## config.mk

```make
export PLATFORM = sky130hd
export DESIGN_NAME = rr_arbiter4
export DESIGN_NICKNAME = d
export VERILOG_FILES = /design/src/rtl/rr_arbiter4.sv
export SDC_FILE = /design/constraint.sdc
export NUM_CORES = 1
export LEC_CHECK = 0
export BUFFER_PORTS_ARGS = -buffer_cell sky130_fd_sc_hd__buf_2
export CAP_MARGIN = 20
export CORE_UTILIZATION = 52
export DETAILED_ROUTE_END_ITERATION = 12
export PLACE_DENSITY = 0.81
export SLEW_MARGIN = 5
export SYNTH_ARGS = -nofsm -noshare
export SYNTH_HDL_FRONTEND = slang
export SYNTH_SLANG_ARGS = --single-unit
```

## constraint.sdc

```tcl
create_clock -name clk -period 2.6 [get_ports clk]
set_clock_uncertainty 0.05 [all_clocks]
set_input_delay 0.52 -clock clk [delete_from_list [all_inputs] [get_ports clk]]
set_output_delay 0.52 -clock clk [all_outputs]
set_load 0.01 [all_outputs]
```

## src/rtl/rr_arbiter4.sv

```systemverilog
// rtl/rr_arbiter4.sv - four-way round-robin arbiter with hold limit
module rr_arbiter4 #(
  parameter int unsigned MAX_HOLD = 8
) (
  input  logic       clk,
  input  logic       rst_n,
  input  logic       en,
  input  logic [3:0] req,
  output logic [3:0] gnt,
  output logic [1:0] gnt_idx,
  output logic       busy
);

  typedef enum logic {
    IDLE  = 1'b0,
    GRANT = 1'b1
  } state_e;

  localparam logic [7:0] HOLD_LIM = 8'(MAX_HOLD);

  state_e     state_q, state_d;
  logic [1:0] ptr_q, ptr_d;
  logic [7:0] hold_q, hold_d;
  logic [1:0] idx_q, idx_d;
  logic [3:0] gnt_q, gnt_d;
  logic       busy_q, busy_d;

  logic [3:0] others;
  logic [2:0] idle_hit;
  logic [2:0] grant_hit;

  // Returns {found, index} for the first set candidate starting at start, wrapping mod 4.
  function automatic logic [2:0] rr_search(input logic [3:0] cand, input logic [1:0] start);
    logic [2:0] res;
    logic [1:0] pos;
    res = 3'b000;
    for (int k = 3; k >= 0; k--) begin
      pos = start + 2'(k);
      if (cand[pos]) begin
        res = {1'b1, pos};
      end
    end
    return res;
  endfunction

  // Search candidates: from ptr when idle, and from holder+1 with the holder masked out,
  // so the holder is always considered last.
  always_comb begin
    others    = req & ~(4'b0001 << idx_q);
    idle_hit  = rr_search(req, ptr_q);
    grant_hit = rr_search(others, idx_q + 2'd1);
  end

  // Next-state and next-output logic for the two-state arbiter.
  always_comb begin
    state_d = state_q;
    ptr_d   = ptr_q;
    hold_d  = hold_q;
    idx_d   = idx_q;
    unique case (state_q)
      IDLE: begin
        if (en && (req != 4'b0000)) begin
          state_d = GRANT;
          idx_d   = idle_hit[1:0];
          ptr_d   = idle_hit[1:0] + 2'd1;
          hold_d  = 8'd1;
        end
      end
      GRANT: begin
        if (!en) begin
          state_d = IDLE;
          ptr_d   = idx_q + 2'd1;
        end else if (!req[idx_q]) begin
          if (grant_hit[2]) begin
            idx_d  = grant_hit[1:0];
            ptr_d  = grant_hit[1:0] + 2'd1;
            hold_d = 8'd1;
          end else begin
            state_d = IDLE;
            ptr_d   = idx_q + 2'd1;
          end
        end else if (hold_q == HOLD_LIM) begin
          hold_d = 8'd1;
          if (grant_hit[2]) begin
            idx_d = grant_hit[1:0];
            ptr_d = grant_hit[1:0] + 2'd1;
          end
        end else begin
          hold_d = (hold_q == 8'hFF) ? hold_q : hold_q + 8'd1;
        end
      end
      default: begin
        state_d = IDLE;
      end
    endcase
    busy_d = (state_d == GRANT);
    gnt_d  = busy_d ? (4'b0001 << idx_d) : 4'b0000;
  end

  // State and registered outputs; reset clears the grant without waiting for a clock.
  always_ff @(posedge clk or negedge rst_n) begin
    if (!rst_n) begin
      state_q <= IDLE;
      ptr_q   <= 2'd0;
      hold_q  <= 8'd0;
      idx_q   <= 2'd0;
      gnt_q   <= 4'b0000;
      busy_q  <= 1'b0;
    end else begin
      state_q <= state_d;
      ptr_q   <= ptr_d;
      hold_q  <= hold_d;
      idx_q   <= idx_d;
      gnt_q   <= gnt_d;
      busy_q  <= busy_d;
    end
  end

  assign gnt     = gnt_q;
  assign gnt_idx = idx_q;
  assign busy    = busy_q;

endmodule

```

# [After elaboration in Yosys (flattened, before gate mapping)]
# Cells that the tools add are included.
# Widths: inputs -> output; s select.
[word_totals] reg_bits=17 inputBits=7
[op_classes] add_sub_neg=10 magnitude_cmp=9 n_eq_ne=8 shift=2 n_mux=52 n_bitwise=3 n_reduce_logical=4
[op_table] op="$mux 8" count=6
[op_table] op="$mux 2" count=15
[op_table] op="$lt 2x3->1 const B" count=9
[op_table] op="$bmux 1 s2" count=9
[op_table] op="$pmux 8 s2" count=1
[op_table] op="$mux 1" count=13
[op_table] op="$mux 3" count=4
[op_table] op="$add 2x1->2 const B" count=5
[op_table] op="$add 2x2->2 const B" count=4
[op_table] op="$add 8x1->8 const B" count=1
[op_table] op="$eq 8x4->1 const B" count=1
[op_table] op="$eq 8x8->1 const B" count=1
[op_table] op="$ne 4x4->1 const B" count=2
[op_table] op="$pmux 2 s2" count=2
[op_table] op="$shl 1x2->4 const A" count=2
[op_table] op="$and 4x4->4" count=1
[op_table] op="$mux 4" count=1
[op_table] op="$ne 2x2->1 const B" count=2
[op_table] op="$ne 4x3->1 const B" count=1
[op_table] op="$not 4->4" count=1
[op_table] op="$reduce_and 4->1" count=1
[op_table] op="$reduce_bool 4->1" count=1
[op_table] op="$ne 3x1->1 const B" count=1
[op_table] op="$reduce_and 3->1" count=1
[op_table] op="3 further kinds" count=3

# [Logic depth before layout (Yosys ltp)]
# Gate-level depths: netlist of run 1.
[depth] word_depth=16 mapped_depth=11 mapped_depth_nobuf=8

# [Worst setup path after synthesis of run 1]
# OpenSTA, ideal clock, no wires.
[synth_timing] path_type="reg2reg" start="register idx_q[0], in the netlist gnt_idx[0]" end="register hold_q[0]" arrival_time_ns=2.330 required_ns=2.431 slack_ns=0.101 path_stages_with_launch=12 period_less_slack_ns=2.499 path_cell_list="dfrtp_1 buf_2 inv_1 ha_1 nor2b_1 or3_4 a21oi_2 a221o_1 buf_6 or2_1 buf_6 a21o_2"
[synth_via] elab_chain_len=11
[synth_lines] item="start: declaration" line_no="24" text="logic [1:0] idx_q, idx_d;"
[synth_lines] item="start signal: assignment" line_no="113" text="idx_q <= idx_d;"
[synth_lines] item="parallel branches: the longest is 11 deep, another holds $add 2x1->2"
[synth_lines] item="end signal: assignment" line_no="112" text="hold_q <= hold_d;"
[synth_lines] item="end: declaration" line_no="23" text="logic [7:0] hold_q, hold_d;"
# Parallel ways; which one is timed is not known. The select of a mux whose other input is x is not followed.
# A chain may end at the register's enable or synchronous reset.

# [Worst setup path after layout of run 1]
[layout_timing] start="register idx_q[1], in the netlist gnt_idx[1]" end="register hold_q[7]"
# Same word-level chain as after synthesis.

==> reports/metrics.cfg, run 1 <==
[outcome]
status=complete, no violations

[sta]
hold_violations=0
setup_viol=0
rsz0062_at_grt=false
period_share=0.939
setup_ws_ns=0.159
maxSlewViolCount=0
finalCriticalPeriod_ns=2.44
max_freq_mhz=410
finalSetupTns_ns=0
worstMarginPinSlew_ns=0.480
slew_headroom=0.676

[clock_tree]
path_clk_slew_ns=0.10
h-tree-depth=1
clk_latency_ns=0.29
cts_buffer_depth=2
numCtsBuffers=3
cts_tree=yes
cts_root_buf=clkbuf_4
cts.sinks=17

[setup_path]
cp-start-kind=flop
crit_path_max_incr_delay_ns=0.44
regToRegStartpoint=gnt_idx[1]$_DFF_PN0_
cp.required_ns=2.75
cp_slowest_cell=dfrtp_1
r2r_end=hold_q[7]$_DFFE_PN0P_
criticalPathCategory=reg -> reg
ff2ff_setup_slack_ns=0.16
cp_top_family=compound AO/OA/AOI/OAI gates
ff2ff_path_depth=7
crit_path_end_kind=flop
cp_cell_sequence=buf_4 -> ha_1 -> o211ai_1 -> a21oi_2 -> a221o_1 -> or2_1 -> o21ai_0
cp.buffers_inverters=1
cp_data_arrival_time_ns=2.59
path_max_fanout=6

[route]
drtIter0Drc=38
routed-via-count=1247
viasPerCell=6.33
wl_um=3020
first_pass_iters=4
ant_nets=0
post_drt_wl_per_cell_um=15.3
drc=0

[placement]
routabilityCongestion=0.853
dp_hpwl_um=2320
io_buffers=13
place_ws_ns=0.0404

[floorplan]
fp.dieArea_sq_um=2850
die_w_um=53.4
io_pins=14
die_h_um=53.4
core_area_sq_um=2480
rows=18
start_util=0.554

[synthesis]
async_flop_share=1.00
synth_cell_types=56
yosys-top-cells-area=dfrtp_1 (31%), ha_1 (5.5%), o21ai_0 (4.7%), nor2b_1 (3.6%), nand2b_1 (3.2%)
syn_area_sq_um=1370
yosys.area.top_type=dfrtp_1
synth_seq_cells=17
synthFlopType=dfrtp_1
synth_edf_count=0
synth_top_area_share=0.310
syn_avg_cell_area_sq_um=8.97
syn_inst=153
ys_seq_area_frac=0.310
synth_warnings=0
syn_nets=166

[pwr]
p_leak_nw=0.649
powerDensity_nw_per_um2=832
total_power_mw=1.23
ir_drop_uv=612

[grt]
grt_max_degree=18
antenna_found_initial=0
first_global_vias=1174
grt_usage=0.248
grt-ovfl-total=0
grt_pass1_wl_um=5050

[layout]
area_growth_syn_to_layout_pct=8.11
antenna_cells=0
fin_util=0.599
nNetsFinal=181
layout-drive-gt1-share=0.234

[min_path]
hold_class=in -> async

[run]
max_cap_violations=0

==> where the power goes <==
part	leakage (nW)	internal, mW	switching [mW]
combinational	0.408	0.311	0.372
sequential	0.223	0.331	0.0804
clock	0.0177	0.0573	0.0836
total	0.649	0.699	0.536
==> logic make-up (layout without fill, tap and decap cells) <==
kind of cell    count (synthesis)  after routing  share of synthesized area
buf+inv                        16             30                     0.0629
compound gates                 47             47                      0.267
simple gates                   59             59                      0.237
mux                             6              6                     0.0556
flops                          17             17                      0.310
fa+ha+maj                       6              6                     0.0547
xor+xnor                        2              2                     0.0128
==> placed cells by master (no fill, tap or decap), types with 3 or more instances in the layout <==
cell,count
dfrtp_1,17
buf_2,13
o21ai_0,12
nand2_1,11
nor2_1,10
inv_1,8
nor2b_1,8
nand2b_1,7
a21oi_1,6
nand3_1,6
ha_1,6
buf_4,5
mux2_2,3
clkbuf_4,3
==> final cells by class <==
type | instances | area [sq um]
Clock inverter | 1 | 5.00
Fill cell | 227 | 993
Sequential cell | 17 | 425
Tap cell | 30 | 37.5
Timing Repair Buffer | 18 | 103
Multi-Input combinational cell | 120 | 861
Inverter | 8 | 30.0
Clock buffer | 3 | 22.5
==> how the worst max path moves through the flow <==
stage | from | end | slack (ns) | cells past startpoint
floorplan | gnt_idx[0]$_DFF_PN0_ | hold_q[0]$_DFFE_PN0P_ | 0.10 | 11
global placement | req[1] | hold_q[7]$_DFFE_PN0P_ | 0.15 | 7
detailed placement | req[3] | hold_q[7]$_DFFE_PN0P_ | 0.04 | 7
CTS | gnt_idx[1]$_DFF_PN0_ | hold_q[3]$_DFFE_PN0P_ | 0.06 | 8
global route | gnt_idx[0]$_DFF_PN0_ | hold_q[7]$_DFFE_PN0P_ | 0.02 | 9
finish | gnt_idx[1]$_DFF_PN0_ | hold_q[7]$_DFFE_PN0P_ | 0.16 | 7
==> layer usage <==
metal  global-route usage  vias to the layer above  part of all wire
met3               0.0402                        8             0.037
met4                0.132                        0             0.020
met2                0.406                       41              0.48
met1                0.306                      607              0.46
li1                     -                      591                 -
met5                    0                        -                 0
==> registers in the layout, indices dropped and copies added (netlist names) <==
name	flops
hold_q	8
gnt	4
gnt_idx	2
ptr_q	2
busy	1
==> timing repair <==
item	in CTS	in global routing
hold buffers	0	0
gates resized for setup	0	1
endpoints found under the setup margin	0	2
setup buffers	0	1
==> cells in the mapped netlist, types with 3 or more instances <==
cell type,number
a21oi_1,6
nand2_1,11
buf_2,3
nand2b_1,7
buf_6,3
ha_1,6
inv_1,8
nor2_1,10
nor2b_1,8
mux2_2,3
o21ai_0,13
nand3_1,6
dfrtp_1,17
==> through the flow <==
stage	hold WS, ns	area [sq um]	cells
global route	0.0994	1480	197
finish	0.0762	1480	197
global placement	0.399	1450	192
detailed placement	0.410	1450	192
CTS	0.0827	1480	196
floorplan	0.174	1370	153
Power figures use the tool's default switching activity.
==> run 2: changes to the inputs <==
--- a/config.mk
+++ b/config.mk
@@ -10,6 +10,7 @@
 export CORE_UTILIZATION = 52
 export DETAILED_ROUTE_END_ITERATION = 12
 export PLACE_DENSITY = 0.81
+export REMOVE_ABC_BUFFERS = 1
 export SLEW_MARGIN = 5
 export SYNTH_ARGS = -nofsm -noshare
 export SYNTH_HDL_FRONTEND = slang
==> run 2 against run 1 <==
  * Count of clock-buffer cells in the layout unchanged
  * Sequential power up 2%
  * Combinational power down 2%
  * Highest routed layer unchanged
==> reports/metrics.cfg, run 2 (synthesis gave the netlist of run 1 again) <==
[sta]
maxSlewViolCount=0  ; unchanged
finalSetupTns_ns=0  ; unchanged
slew_headroom=0.717  ; was 0.676
hold_violations=0  ; unchanged
finalCriticalPeriod_ns=2.45  ; was 2.44 ns
worstMarginPinSlew_ns=0.418  ; was 0.480 ns
setup_viol=0  ; unchanged
rsz0062_at_grt=false  ; unchanged
max_freq_mhz=408  ; was 410 MHz
period_share=0.943  ; was 0.939

[route]
routed-via-count=1202  ; was 1247
first_pass_iters=4  ; unchanged
wl_met3_um=141  ; was 112 um
drc=0  ; unchanged
ant_nets=0  ; unchanged
highest_layer=met4  ; unchanged
met2_length_um=1400  ; was 1450 um
viasPerCell=6.16  ; was 6.33
wl_met1_um=1320  ; was 1400 um
wl_um=2920  ; was 3020 um
drtIter0Drc=44  ; was 38
post_drt_wl_per_cell_um=15.0  ; was 15.3 um

[pwr]
ir_drop_uv=624  ; was 612 uV
powerDensity_nw_per_um2=834  ; was 832 nW/um^2
p_leak_nw=0.639  ; was 0.649 nW

[outcome]
status=complete, no violations  ; unchanged

[clock_tree]
numCtsBuffers=3  ; unchanged
cts-resized-gates=0  ; unchanged
cts_root_buf=clkbuf_4  ; unchanged
cts_hold_buf=0  ; unchanged
cts.sinks=17  ; unchanged
cts_setup_buffers=0  ; unchanged
clk_latency_ns=0.29  ; about the same
cts_buffer_depth=2  ; unchanged
cts_tree=yes  ; unchanged
h-tree-depth=1  ; unchanged
path_clk_slew_ns=0.09  ; was 0.10 ns

[floorplan]
rows=18  ; unchanged
die_h_um=53.4  ; unchanged
start_util=0.554  ; unchanged
io_pins=14  ; unchanged
core_area_sq_um=2480  ; unchanged
die_w_um=53.4  ; unchanged
fp.dieArea_sq_um=2850  ; unchanged

[setup_path]
criticalPathCategory=reg -> reg  ; unchanged
r2r_end=hold_q[0]$_DFFE_PN0P_  ; was hold_q[7]$_DFFE_PN0P_
path_max_fanout=6  ; unchanged
crit_path_end_kind=flop  ; unchanged
ff2ff_setup_slack_ns=0.15  ; was 0.16 ns
cp.required_ns=2.74  ; was 2.75 ns
ff2ff_path_depth=8  ; was 7
cp_data_arrival_time_ns=2.59  ; about the same
cp-start-kind=flop  ; unchanged
regToRegStartpoint=gnt_idx[1]$_DFF_PN0_  ; unchanged

[grt]
grt-ovfl-total=0  ; unchanged
antenna_found_initial=0  ; unchanged
grt_max_degree=18  ; unchanged
grt_usage=0.231  ; was 0.248
grt_pass1_wl_um=4820  ; was 5050 um
first_global_vias=1080  ; was 1174

[layout]
largest_reg_flops=8  ; unchanged
nFillCells=216  ; was 227
final_common_cell=dfrtp_1  ; unchanged
nNetsFinal=179  ; was 181
layout-drive-gt1-share=0.230  ; was 0.234
antenna_cells=0  ; unchanged
top_register=hold_q  ; unchanged
area_growth_syn_to_layout_pct=7.11  ; was 8.11%
final_cell_mix=dfrtp_1 (16), buf_2 (13), o21ai_0 (12)  ; was dfrtp_1 (17), buf_2 (13), o21ai_0 (12)
multi_input_area_sq_um=861  ; unchanged
fin_util=0.593  ; was 0.599
regArea_sq_um=427  ; was 425 sq um

[placement]
routabilityCongestion=0.866  ; was 0.853
dp_hpwl_um=2220  ; was 2320 um
io_buffers=13  ; unchanged

[run]
max_cap_violations=0  ; unchanged

[min_path]
hold_class=in -> async  ; unchanged

==> run 2: layout make-up <==
type,count,area share
Clock buffer,3,0.0153
Clock inverter,1,0.00340
Inverter,8,0.0204
Multi-Input combinational cell,120,0.586
Sequential cell,17,0.290
Tap cell,30,0.0255
Timing Repair Buffer,16,0.0596
==> run 2: report_power, final <==
| group | leakage [nW] | total, mW | switching (mW) | internal (mW) |
|---|---|---|---|---|
| logic | 0.399 | 0.670 | 0.368 | 0.302 |
| registers | 0.222 | 0.420 | 0.0879 | 0.332 |
| clock network | 0.0177 | 0.137 | 0.0793 | 0.0572 |
| total | 0.639 | 1.23 | 0.535 | 0.691 |
==> run 2: worst max-delay path by stage <==
| stage | start | end | cells past startpoint |
|---|---|---|---|
| floorplan | gnt_idx[0]$_DFF_PN0_ | hold_q[0]$_DFFE_PN0P_ | 8 |
| global placement | req[1] | hold_q[7]$_DFFE_PN0P_ | 7 |
| detailed placement | gnt_idx[1]$_DFF_PN0_ | hold_q[3]$_DFFE_PN0P_ | 9 |
| CTS | gnt_idx[1]$_DFF_PN0_ | hold_q[3]$_DFFE_PN0P_ | 9 |
| global route | gnt_idx[1]$_DFF_PN0_ | hold_q[0]$_DFFE_PN0P_ | 8 |
| finish | gnt_idx[1]$_DFF_PN0_ | hold_q[0]$_DFFE_PN0P_ | 8 |
==> run 2: critical path: stages, from the launching register on <==
cell and delay [ns]:
dfrtp_2 0.44, inv_1 0.11, ha_1 0.21, nand2b_1 0.19, o211ai_1 0.23, a21oi_2 0.13
a221o_1 0.40, or2_1 0.35, a21o_2 0.24
==> run 2: metrics by stage <==
step	instances	setup WS [ns]	cell area (sq um)	hold WS (ns)	total power, mW
2_1_floorplan	145	0.144	1320	0.174	0.884
3_5_place_dp	191	0.0799	1440	0.400	1.09
5_1_grt	195	0.00400	1470	0.104	1.32
4_1_cts	195	0.0641	1470	0.0837	1.23
3_3_place_gp	191	0.117	1440	0.397	1.06
6_report	195	0.149	1470	0.0742	1.23
==> run 2: per-layer routing <==
layer	up-vias	GRT usage
met5	-	0
met4	0	0.123
met3	9	0.0172
met2	43	0.367
met1	557	0.307
li1	593	-
